`config.mk`:
```
export PLATFORM = sky130hd
export DESIGN_NAME = sdram_arbiter
export DESIGN_NICKNAME = d
export VERILOG_FILES = /design/src/rtl/sdram_arbiter.sv
export SDC_FILE = /design/constraint.sdc
export NUM_CORES = 1
export LEC_CHECK = 0
export BUFFER_PORTS_ARGS = -buffer_cell sky130_fd_sc_hd__buf_2
export CAP_MARGIN = 10
export CORE_MARGIN = 4
export CORE_UTILIZATION = 41
export DETAILED_ROUTE_END_ITERATION = 6
export GPL_TIMING_DRIVEN = 0
export HOLD_SLACK_MARGIN = 0.02
export PLACE_DENSITY = 0.84
export SLEW_MARGIN = 20
export SYNTH_ARGS = -nofsm -noshare
export SYNTH_HDL_FRONTEND = slang
export SYNTH_SLANG_ARGS = --single-unit
```
`constraint.sdc`:
```
create_clock -name clk -period 2.5 [get_ports clk]
set_input_delay 0.25 -clock clk [delete_from_list [all_inputs] [get_ports clk]]
set_output_delay 0.25 -clock clk [all_outputs]
set_load 0.1 [all_outputs]
```
`src/rtl/sdram_arbiter.sv`:
```
// sdram_arbiter: serialises loader, instruction-fetch and data requests onto
// the single sdram_ctl command port. One transaction in flight at a time,
// round-robin among eligible ports, with a watchdog that aborts commands the
// controller never completes.
module sdram_arbiter #(
    parameter int ADDR_W  = 16,
    parameter int DATA_W  = 16,
    parameter int TIMEOUT = 255
) (
    input  logic              clk,
    input  logic              rst,
    input  logic              load_en,
    input  logic [2:0]        req,
    input  logic [2:0]        we,
    input  logic [ADDR_W-1:0] addr0,
    input  logic [ADDR_W-1:0] addr1,
    input  logic [ADDR_W-1:0] addr2,
    input  logic [DATA_W-1:0] wdata0,
    input  logic [DATA_W-1:0] wdata2,
    output logic [2:0]        ack,
    output logic              err,
    output logic [DATA_W-1:0] rdata,
    output logic              busy,
    output logic              timeout_seen,
    output logic              ctl_start,
    output logic              ctl_we,
    output logic [ADDR_W-1:0] ctl_addr,
    output logic [DATA_W-1:0] ctl_din,
    input  logic [DATA_W-1:0] ctl_dout,
    input  logic              ctl_done
);

    // Watchdog wide enough to hold TIMEOUT itself.
    localparam int              WD_W   = $clog2(TIMEOUT + 1);
    localparam logic [WD_W-1:0] WD_MAX = WD_W'(TIMEOUT);

    typedef enum logic [1:0] {
        ST_IDLE,
        ST_ISSUE,
        ST_WAIT,
        ST_ACK
    } state_t;

    state_t            state_q, state_d;
    logic [1:0]        id_q, id_d;
    logic              we_q, we_d;
    logic [ADDR_W-1:0] addr_q, addr_d;
    logic [DATA_W-1:0] din_q, din_d;
    logic              err_q, err_d;
    logic [DATA_W-1:0] rdata_q, rdata_d;
    logic              tseen_q, tseen_d;
    logic [1:0]        last_q, last_d;
    logic [WD_W-1:0]   wdog_q, wdog_d;

    logic [2:0]        elig;
    logic              grant_valid;
    logic [1:0]        grant_id;
    logic [WD_W-1:0]   wdog_inc;

    // Round-robin pick: search starts after the last served port and skips
    // ports that are not eligible under the current load_en mode.
    always_comb begin
        elig        = req & (load_en ? 3'b001 : 3'b110);
        grant_valid = |elig;
        grant_id    = 2'd0;
        case (last_q)
            2'd0: begin
                if (elig[1])      grant_id = 2'd1;
                else if (elig[2]) grant_id = 2'd2;
                else              grant_id = 2'd0;
            end
            2'd1: begin
                if (elig[2])      grant_id = 2'd2;
                else if (elig[0]) grant_id = 2'd0;
                else              grant_id = 2'd1;
            end
            default: begin
                if (elig[0])      grant_id = 2'd0;
                else if (elig[1]) grant_id = 2'd1;
                else              grant_id = 2'd2;
            end
        endcase
    end

    // Next-state logic: latch the winner in IDLE, count the watchdog in WAIT.
    always_comb begin
        state_d  = state_q;
        id_d     = id_q;
        we_d     = we_q;
        addr_d   = addr_q;
        din_d    = din_q;
        err_d    = err_q;
        rdata_d  = rdata_q;
        tseen_d  = tseen_q;
        last_d   = last_q;
        wdog_d   = wdog_q;
        wdog_inc = wdog_q + WD_W'(1);

        case (state_q)
            ST_IDLE: begin
                if (grant_valid) begin
                    id_d    = grant_id;
                    // Instruction fetch is read-only regardless of its we bit.
                    we_d    = we[grant_id] & (grant_id != 2'd1);
                    state_d = ST_ISSUE;
                    case (grant_id)
                        2'd0: begin
                            addr_d = addr0;
                            din_d  = wdata0;
                        end
                        2'd1: begin
                            addr_d = addr1;
                            din_d  = '0;
                        end
                        default: begin
                            addr_d = addr2;
                            din_d  = wdata2;
                        end
                    endcase
                end
            end
            ST_ISSUE: begin
                wdog_d  = '0;
                state_d = ST_WAIT;
            end
            ST_WAIT: begin
                if (ctl_done) begin
                    rdata_d = ctl_dout;
                    err_d   = 1'b0;
                    state_d = ST_ACK;
                end else if (wdog_inc == WD_MAX) begin
                    rdata_d = '0;
                    err_d   = 1'b1;
                    tseen_d = 1'b1;
                    state_d = ST_ACK;
                end else begin
                    wdog_d = wdog_inc;
                end
            end
            default: begin
                last_d  = id_q;
                state_d = ST_IDLE;
            end
        endcase
    end

    // State and datapath registers with synchronous reset.
    always_ff @(posedge clk) begin
        if (rst) begin
            state_q <= ST_IDLE;
            id_q    <= 2'd0;
            we_q    <= 1'b0;
            addr_q  <= '0;
            din_q   <= '0;
            err_q   <= 1'b0;
            rdata_q <= '0;
            tseen_q <= 1'b0;
            last_q  <= 2'd2;
            wdog_q  <= '0;
        end else begin
            state_q <= state_d;
            id_q    <= id_d;
            we_q    <= we_d;
            addr_q  <= addr_d;
            din_q   <= din_d;
            err_q   <= err_d;
            rdata_q <= rdata_d;
            tseen_q <= tseen_d;
            last_q  <= last_d;
            wdog_q  <= wdog_d;
        end
    end

    // Outputs decoded from state; command fields are zero while idle.
    always_comb begin
        ack          = '0;
        err          = 1'b0;
        busy         = (state_q != ST_IDLE);
        ctl_start    = (state_q == ST_ISSUE);
        ctl_we       = 1'b0;
        ctl_addr     = '0;
        ctl_din      = '0;
        rdata        = rdata_q;
        timeout_seen = tseen_q;
        if (state_q != ST_IDLE) begin
            ctl_we   = we_q;
            ctl_addr = addr_q;
            ctl_din  = din_q;
        end
        if (state_q == ST_ACK) begin
            ack = 3'b001 << id_q;
            err = err_q;
        end
    end

endmodule

```
==> flow_metrics.env, run 1 <==
export IMPL_grt_overflow=0
export IMPL_drive_above_1_share=0.3745
export IMPL_synth_edf_count=0
export IMPL_cts_buffer_depth=2
export IMPL_max_cap_viol_count=0
export IMPL_detail_route_drc_violations=7
export IMPL_period_needed_ns=2.394
export IMPL_clock_latency_ns=0.34
export IMPL_p_leak_nw=2.044
export IMPL_holdCritStartpoint="wdata0[10]"
export IMPL_syn_inst=374
export IMPL_wl_mm=10.36
export IMPL_r2r_start="state_q[0]"
export IMPL_antenna_found_initial=0
export IMPL_rsz0062_at_grt="false"
export IMPL_first_pass_iters=7
export IMPL_cts_made_buffers=9
export IMPL_dieArea_um2=9490
export IMPL_worstSetupStartpoint="state_q[0]"
export IMPL_die_width_um=97.42
export IMPL_chipHeight_um=97.42
export IMPL_setup_worst_path_end_class="primary output"
export IMPL_cts_htree_levels=3
export IMPL_status="finished with violations"
export IMPL_hold_viol=0
export IMPL_hold_ws_ns=0.1584
export IMPL_synth_seq_cells=65
export IMPL_num_io_pins=162
export IMPL_ys_seq_area_frac=0.3969
export IMPL_max_slew_margin_rel=0.5776
export IMPL_arrival_ns=2.14
export IMPL_ant_nets=0
export IMPL_synth_flop_cell="dfxtp_1"
export IMPL_fmax_ghz=0.4178
export IMPL_clock_sinks=65
export IMPL_finalMaxSlewViolations=0
export IMPL_crit_type="reg -> out"
export IMPL_min_path_cells=3
export IMPL_drtIter0Drc=296
export IMPL_crit_fanout=10
export IMPL_synth_warnings=0
export IMPL_r2r_cells=8
export IMPL_startpoint_type="register"
export IMPL_io_buffers=160
export IMPL_vias_per_cell=5.574
export IMPL_grtUsageTotal=0.2097
export IMPL_hold_path_class="in -> reg"
export IMPL_wire_per_inst_um=15.89
export IMPL_violations="DRC"
export IMPL_netlist_area_um2=3278
export IMPL_final_core_util=0.5717
export IMPL_core_um2=7767
export IMPL_cts_root_buf="clkbuf_8"
export IMPL_async_reset_ff_frac=0
export IMPL_synth_nets=487
export IMPL_required_ns=2.25
export IMPL_synth_distinct_cells=51
export IMPL_fin_worst_skew_ns=0.007744
export IMPL_dp_hpwl_mm=7.857
export IMPL_vias=3634
export IMPL_avgSynthCellArea_um2=8.765
export IMPL_post_route_period_util=0.9574
export IMPL_grt_max_degree=13
export IMPL_start_util=0.4220
export IMPL_num_rows=32
export IMPL_cts_tree="done"
export IMPL_cts_setup_buffers=0
export IMPL_gp_congestion=0.8689
export IMPL_clkTransAtPathRegs_ns=0.08
export IMPL_ir_drop_v=0.0006859
export IMPL_grt_pass1_vias=3519
export IMPL_syn2layout_area_growth_pct=35.46
export IMPL_nets=658
export IMPL_power_mw=5.057
export IMPL_p_per_area_nw_per_um2=1139
export IMPL_grt_pass1_wl_mm=16.55
export IMPL_tightest_slew_ns=0.6336
export IMPL_antennaDiodeCount=0
export IMPL_setup_viol=0
[cells in the final DEF (no fill, tap or decap), types with 11 or more instances in the layout]
cell type  count
nand2_1       11
a21oi_1       21
buf_2        166
nor2_1        50
clkbuf_1      19
a22oi_1       16
o21ai_0       35
nor2b_1       35
dfxtp_1       65
a222oi_1      16
[path summary, 6_finish.rpt]
| check | endpoint | slack, ns |
|---|---|---|
| max reg2reg | din_q[15] | 0.26 |
| min | din_q[10] | 0.16 |
| min reg2reg | we_q | 0.47 |
| max | ctl_addr[3] | 0.11 |
[power breakdown]
part / switching (mW) / total, mW / internal (mW) / leakage, nW
combinational: 2.06 / 2.63 / 0.568 / 1.40
clock: 0.428 / 0.996 / 0.567 / 0.111
sequential: 0.135 / 1.43 / 1.29 / 0.533
total: 2.63 / 5.06 / 2.43 / 2.04
[sequential cells by signal, indices dropped and copies added, names as in the netlist]
signal	count
err_q	1
we_q	1
last_q	2
wdog_q	8
addr_q	16
rdata	16
state_q	2
din_q	16
timeout_seen	1
id_q	2
[metal layers]
| layer | wire (µm) | share of wire | global-route usage | vias to the layer above |
|---|---|---|---|---|
| met2 | 5038 | 0.49 | 0.3542 | 173 |
| met5 | 0 | 0 | 0 | - |
| met1 | 4194 | 0.40 | 0.2594 | 1716 |
| li1 | - | - | - | 1729 |
| met3 | 929 | 0.090 | 0.05312 | 16 |
| met4 | 198 | 0.019 | 0.07135 | 0 |
[metrics by stage]
step,TNS [ns],area (µm²),cells,worst slack (ns)
2_1_floorplan,-2.135,3283,374,-0.07117
3_3_place_gp,0,4212,636,0.4205
3_5_place_dp,0,4212,636,0.3527
4_1_cts,0,4431,652,0.1071
5_1_grt,0,4441,652,0.0008500
6_report,0,4441,652,0.1064
[critical path: stages, from the launching register on]
cell and delay [ns]:
dfxtp_1 0.42, inv_1 0.09, ha_1 0.19, buf_2 0.18, clkbuf_1 0.30, nor2b_1 0.18
buf_2 0.44
[cells in the mapped netlist (all sizes together) (4+ instances only)]
library cell / instances / share of area
a21oi: 21 / 0.032
a221oi: 16 / 0.060
a222oi: 16 / 0.049
a22oi: 16 / 0.037
a31oi: 4 / 0.0076
buf: 13 / 0.026
clkbuf: 18 / 0.021
dfxtp: 65 / 0.40
ha: 7 / 0.027
inv: 9 / 0.010
mux2i: 4 / 0.016
nand2: 12 / 0.016
nand3: 6 / 0.0092
nand4: 4 / 0.0076
nor2: 51 / 0.059
nor2b: 35 / 0.067
nor3: 7 / 0.011
o21ai: 35 / 0.053
[what timing repair did]
| item | 4_1_cts | 5_1_grt |
|---|---|---|
| resized for setup | 0 | 4 |
| hold buffers | 0 | 0 |
| setup endpoints to repair | 0 | 4 |
| endpoints found under the hold margin | 0 | 0 |
[cell families (layout without fill, tap and decap cells)]
family,count (synthesis),after routing,synth area share
buf+inv,40,216,0.05649
compound gates,128,128,0.2973
fa+ha+maj,7,7,0.02672
mux,6,6,0.02404
flops,65,65,0.3969
simple gates,126,126,0.1931
xor+xnor,2,2,0.005344
[area by class of cell]
type | count | area (µm²)
inverters | 9 | 33.78
flip-flops and latches | 65 | 1301
repair buffers | 160 | 810.8
clock buffers | 10 | 127.6
fillers | 705 | 3327
well taps | 102 | 127.6
multi-input cells | 269 | 1797
plain buffers | 31 | 151.4
clock inverters | 6 | 91.34
Power figures use the tool's default switching activity.
==> run 2, diff against run 1 <==
--- a/config.mk
+++ b/config.mk
@@ -5,6 +5,7 @@
 export SDC_FILE = /design/constraint.sdc
 export NUM_CORES = 1
 export LEC_CHECK = 0
+export ABC_AREA = 1
 export BUFFER_PORTS_ARGS = -buffer_cell sky130_fd_sc_hd__buf_2
 export CAP_MARGIN = 10
 export CORE_MARGIN = 4
@@ -12,7 +13,7 @@
 export DETAILED_ROUTE_END_ITERATION = 6
 export GPL_TIMING_DRIVEN = 0
 export HOLD_SLACK_MARGIN = 0.02
-export PLACE_DENSITY = 0.84
+export PLACE_DENSITY = 0.83
 export SLEW_MARGIN = 20
 export SYNTH_ARGS = -nofsm -noshare
 export SYNTH_HDL_FRONTEND = slang
==> flow_metrics.env, run 2 <==
export IMPL_status="completed"
export IMPL_hold_buffers=0
export IMPL_num_rows=32
export IMPL_setup_viol=0
export IMPL_cts_root_buf="clkbuf_8"
export IMPL_ys_seq_area_frac=0.3852
export IMPL_clkTransAtPathRegs_ns=0.08
export IMPL_grt_use_met1=0.2579
export IMPL_max_cap_viol_count=0
export IMPL_syn_inst=512
export IMPL_vias=3986
export IMPL_clock_latency_ns=0.34
export IMPL_layout_commonest_cell="buf_2"
export IMPL_core_um2=7888
export IMPL_syn2layout_area_growth_pct=37.63
export IMPL_ir_drop_v=0.0008810
export IMPL_cts_made_buffers=9
export IMPL_detail_route_drc_violations=0
export IMPL_nets=796
export IMPL_num_io_pins=162
export IMPL_clock_sinks=65
export IMPL_drtIter0Drc=143
export IMPL_fmax_ghz=0.4272
export IMPL_gp_congestion=0.8813
export IMPL_synth_flop_cell="dfxtp_1"
export IMPL_pre_cts_ws_ns=0.3546
export IMPL_first_pass_iters=5
export IMPL_r2r_cells=8
export IMPL_netlist_top_cells_count="nand2_1, a21oi_1, dfxtp_1"
export IMPL_yosysTopAreaCellShare=0.3852
export IMPL_start_util=0.4283
export IMPL_wire_per_inst_um=13.97
export IMPL_synth_nets=625
export IMPL_r2r_end="addr_q[15]"
export IMPL_synthMostInstantiatedCell="nand2_1"
export IMPL_grt_overflow=0
export IMPL_final_area_um2=4649
export IMPL_fin_worst_skew_ns=0.004479
export IMPL_p_leak_nw=2.216
export IMPL_dp_hpwl_mm=8.540
export IMPL_async_reset_ff_frac=0
export IMPL_worstSetupStartpoint="state_q[1]"
export IMPL_avgSynthCellArea_um2=6.598
export IMPL_antenna_found_initial=0
export IMPL_globalRouteMet2Util=0.3895
export IMPL_drive_above_1_share=0.3387
export IMPL_max_slew_margin_rel=0.6482
export IMPL_cts_tree="done"
export IMPL_synth_distinct_cells=29
export IMPL_rsz0062_at_grt="false"
export IMPL_crit_fanout=10
export IMPL_cts_buffer_depth=2
export IMPL_crit_end="ctl_din[1]"
export IMPL_holdCritStartpoint="wdata0[4]"
export IMPL_synth_warnings=0
export IMPL_gr_usage_met3=0.06582
export IMPL_reg2reg_slack_ns=0.44
export IMPL_cts_htree_levels=3
export IMPL_ant_nets=0
export IMPL_required_ns=2.25
export IMPL_grt_max_degree=14
export IMPL_power_mw=6.098
export IMPL_yosys_area_top_type="dfxtp_1"
export IMPL_synth_seq_cells=65
export IMPL_io_buffers=160
export IMPL_startpoint_type="register"
export IMPL_yosys_top_cells_area="dfxtp_1, nand2_1, a21oi_1"
export IMPL_place_area_um2=4379
export IMPL_finalMaxSlewViolations=0
export IMPL_final_setup_worst_slack_ns=0.1594
export IMPL_arrival_ns=2.09
export IMPL_vias_per_cell=5.046
export IMPL_busiest_layer="met2"
export IMPL_grtUsageTotal=0.2224
export IMPL_grt_pass1_wl_mm=17.78
export IMPL_min_path_cells=3
export IMPL_hold_path_class="in -> reg"
export IMPL_chipHeight_um=98.77
export IMPL_setup_worst_path_end_class="primary output"
export IMPL_synth_edf_count=0
export IMPL_r2r_start="state_q[0]"
export IMPL_hold_viol=0
export IMPL_final_cell_mix="buf_2, nand2_1, a21oi_1"
export IMPL_netlist_area_um2=3378
export IMPL_wl_mm=11.04
export IMPL_dieArea_um2=9756
export IMPL_post_route_period_util=0.9362
export IMPL_crit_type="reg -> out"
export IMPL_tightest_slew_ns=0.5277
export IMPL_period_needed_ns=2.341
export IMPL_antennaDiodeCount=0
export IMPL_p_per_area_nw_per_um2=1311
export IMPL_die_width_um=98.77
export IMPL_grt_pass1_vias=3929
run 2: cell count changes after synthesis, sizes merged, moves of 12 or more:
cell / change
a21oi: +50
a221oi: -16
a222oi: -16
a22oi: -16
a31oi: +12
inv: +56
nand2: +104
nand3: +25
nor2b: -35
run 2: metrics by stage:
stage	TNS, ns	hold slack [ns]	utilization	instances
3_5_place_dp	0	0.4671	0.5552	774
3_3_place_gp	0	0.4573	0.5552	774
2_1_floorplan	-0.7723	0.3497	-	512
4_1_cts	0	0.1316	0.5845	790
5_1_grt	0	0.1334	0.5895	790
6_report	0	0.1492	0.5895	790
run 2: timing repair:
| action | CTS | global route |
|---|---|---|
| setup endpoints to repair | 2 | 30 |
| gates resized for setup | 2 | 17 |
| buffers inserted | 0 | 0 |
run 2: cell families after synthesis:
group,synth area share
compound gates,0.2019
xor+xnor,0.002593
fa+ha+maj,0.02592
buf+inv,0.1144
flops,0.3852
simple gates,0.2700
run 2: power breakdown:
part | leakage, nW | switching, mW | internal, mW | total, mW
clock network | 0.110 | 0.457 | 0.572 | 1.03
registers | 0.534 | 0.202 | 1.34 | 1.54
logic | 1.57 | 2.75 | 0.777 | 3.53
total | 2.22 | 3.41 | 2.69 | 6.10
run 2: worst min path at each step:
stage / slack [ns] / to
finish: 0.15 / din_q[4]
global placement: 0.46 / we_q
global route: 0.13 / rdata[4]
CTS: 0.13 / din_q[14]
detailed placement: 0.47 / err_q
floorplan: 0.35 / last_q[1]
run 2: layer usage:
layer	vias to the layer above	routed length [µm]
li1	1995	-
met5	-	0
met3	20	833
met1	1800	4537
met2	171	5440
met4	0	225
run 2: worst max-delay path: stages (launching register included):
cell and delay, ns:
dfxtp_1 0.41, inv_1 0.09, ha_1 0.19, buf_2 0.19, clkbuf_2 0.27, nor2_2 0.16, buf_2 0.43
run 2: cell type report:
type / instances / area (µm²)
Clock buffer: 9 / 123.9
Inverter: 66 / 247.7
Multi-Input combinational cell: 351 / 1763
Clock inverter: 7 / 102.6
Buffer: 30 / 142.6
Tap cell: 102 / 127.6
Sequential cell: 65 / 1301
Fill cell: 748 / 3238
Timing Repair Buffer: 160 / 840.8
==> run 3, diff against run 2 <==
--- a/config.mk
+++ b/config.mk
@@ -14,7 +14,8 @@
 export GPL_TIMING_DRIVEN = 0
 export HOLD_SLACK_MARGIN = 0.02
 export PLACE_DENSITY = 0.83
-export SLEW_MARGIN = 20
+export REMOVE_ABC_BUFFERS = 1
+export SETUP_SLACK_MARGIN = 0.2
 export SYNTH_ARGS = -nofsm -noshare
 export SYNTH_HDL_FRONTEND = slang
 export SYNTH_SLANG_ARGS = --single-unit
==> flow_metrics.env, run 3 (synthesized netlist as in run 2, its figures left out) <==
export IMPL_cts_root_buf="clkbuf_8"
export IMPL_clock_sinks=65
export IMPL_pre_cts_ws_ns=-0.8526
export IMPL_drtIter0Drc=199
export IMPL_wl_mm=10.31
export IMPL_syn2layout_area_growth_pct=33.67
export IMPL_fmax_ghz=0.4653
export IMPL_grtUsageTotal=0.2125
export IMPL_crit_fanout=32
export IMPL_dp_hpwl_mm=7.195
export IMPL_grt_max_degree=45
export IMPL_final_cell_mix="buf_2, nand2_1, a21oi_1"
export IMPL_chipHeight_um=98.77
export IMPL_max_slew_margin_rel=0.1987
export IMPL_multi_input_comb_area_um2=1729
export IMPL_hold_path_class="in -> reg"
export IMPL_ant_nets=0
export IMPL_cts_tree="done"
export IMPL_num_io_pins=162
export IMPL_finalMaxSlewViolations=0
export IMPL_fillers=725
export IMPL_fin_worst_skew_ns=0.01349
export IMPL_cts_buffer_depth=2
export IMPL_grt_pass1_wl_mm=17.26
export IMPL_layout_commonest_cell="buf_2"
export IMPL_ir_drop_v=0.0007146
export IMPL_antennaDiodeCount=0
export IMPL_clkTransAtPathRegs_ns=0.08
export IMPL_first_pass_iters=5
export IMPL_io_buffers=160
export IMPL_grt_pass1_vias=3896
export IMPL_setup_viol=0
export IMPL_vias_per_cell=5.144
export IMPL_start_util=0.4283
export IMPL_tightest_slew_ns=1.201
export IMPL_setup_worst_path_end_class="register"
export IMPL_startpoint_type="register"
export IMPL_clock_latency_ns=0.34
export IMPL_core_um2=7888
export IMPL_crit_type="reg -> reg"
export IMPL_period_needed_ns=2.149
export IMPL_vias=3920
export IMPL_grt_overflow=0
export IMPL_p_per_area_nw_per_um2=1317
export IMPL_die_width_um=98.77
export IMPL_regArea_um2=1301
export IMPL_dieArea_um2=9756
export IMPL_hold_buffers=0
export IMPL_cts_made_buffers=9
export IMPL_final_setup_worst_slack_ns=0.3508
export IMPL_required_ns=2.77
export IMPL_drive_above_1_share=0.3015
export IMPL_antenna_found_initial=0
export IMPL_detail_route_drc_violations=0
export IMPL_nets=768
export IMPL_p_leak_nw=2.160
export IMPL_post_route_period_util=0.8597
export IMPL_arrival_ns=2.42
export IMPL_num_rows=32
export IMPL_gp_congestion=0.8268
export IMPL_status="completed"
export IMPL_cts_htree_levels=3
export IMPL_tns_ns=0
export IMPL_wire_per_inst_um=13.53
export IMPL_rsz0062_at_grt="true"
export IMPL_hold_viol=0
export IMPL_max_cap_viol_count=0
-- run 3: cell types whose count changed in the layout (fill, tap and decap cells not counted), sizes merged --
cell | previous run | this run
inv | 67 | 66
buf | 154 | 161
clkbuf | 45 | 9
bufinv | 2 | 1
clkinvlp | 1 | 4
-- run 3: cell type report --
cell class | count | area share
repair inverters | 1 | 0.001663
clock inverters | 7 | 0.01718
clock buffers | 9 | 0.02743
repair buffers | 161 | 0.1978
well taps | 102 | 0.02826
flip-flops and latches | 65 | 0.2882
inverters | 66 | 0.05653
multi-input cells | 351 | 0.3829
-- run 3: critical path, cell delays in order, from the launching register on --
cell     delay (ns)
dfxtp_1        0.32
inv_2          0.07
nand2_1        0.05
nand3_1        0.09
nand2_1        0.46
nor2_4         0.75
nand2_1        0.12
a21oi_1        0.19
-- run 3: power by group --
group	switching [mW]	total, mW	leakage (nW)	internal, mW
Sequential	0.200	1.54	0.534	1.34
Clock	0.446	0.914	0.100	0.469
Combinational	2.67	3.49	1.53	0.822
Total	3.31	5.95	2.16	2.63
-- run 3: what timing repair did --
action	4_1_cts	5_1_grt
gates resized for setup	32	5
gates cloned	1	0
buffers inserted	0	0
pin swaps	0	1
endpoints found under the setup margin	82	79
-- run 3: worst paths after layout --
path / start / endpoint / slack (ns) / depth (start not counted)
worst max-delay path: last_q[1] / din_q[14] / 0.35 / 7
worst min-delay path: wdata0[7] / din_q[7] / 0.15 / 3
worst max register to register: last_q[1] / din_q[14] / 0.35 / 7
worst min register to register: timeout_seen / timeout_seen / 0.47 / 2
-- run 3: routing by layer --
layer,global-route usage,part of all wire
met1,0.2486,0.40
met2,0.3688,0.49
met3,0.06582,0.095
met4,0.06933,0.014
met5,0,0
-- run 3: through the flow --
step / instances / util / area (µm²) / hold WS, ns / power, mW
4_1_cts: 762 / 0.5690 / 4488 / 0.1261 / 5.929
5_1_grt: 762 / 0.5725 / 4516 / 0.1372 / 6.364
2_1_floorplan: 482 / - / 3239 / 0.3191 / 4.160
6_report: 762 / 0.5725 / 4516 / 0.1491 / 5.948
3_5_place_dp: 745 / 0.5319 / 4195 / 0.4565 / 4.890
3_3_place_gp: 744 / 0.5284 / 4168 / 0.4522 / 4.758
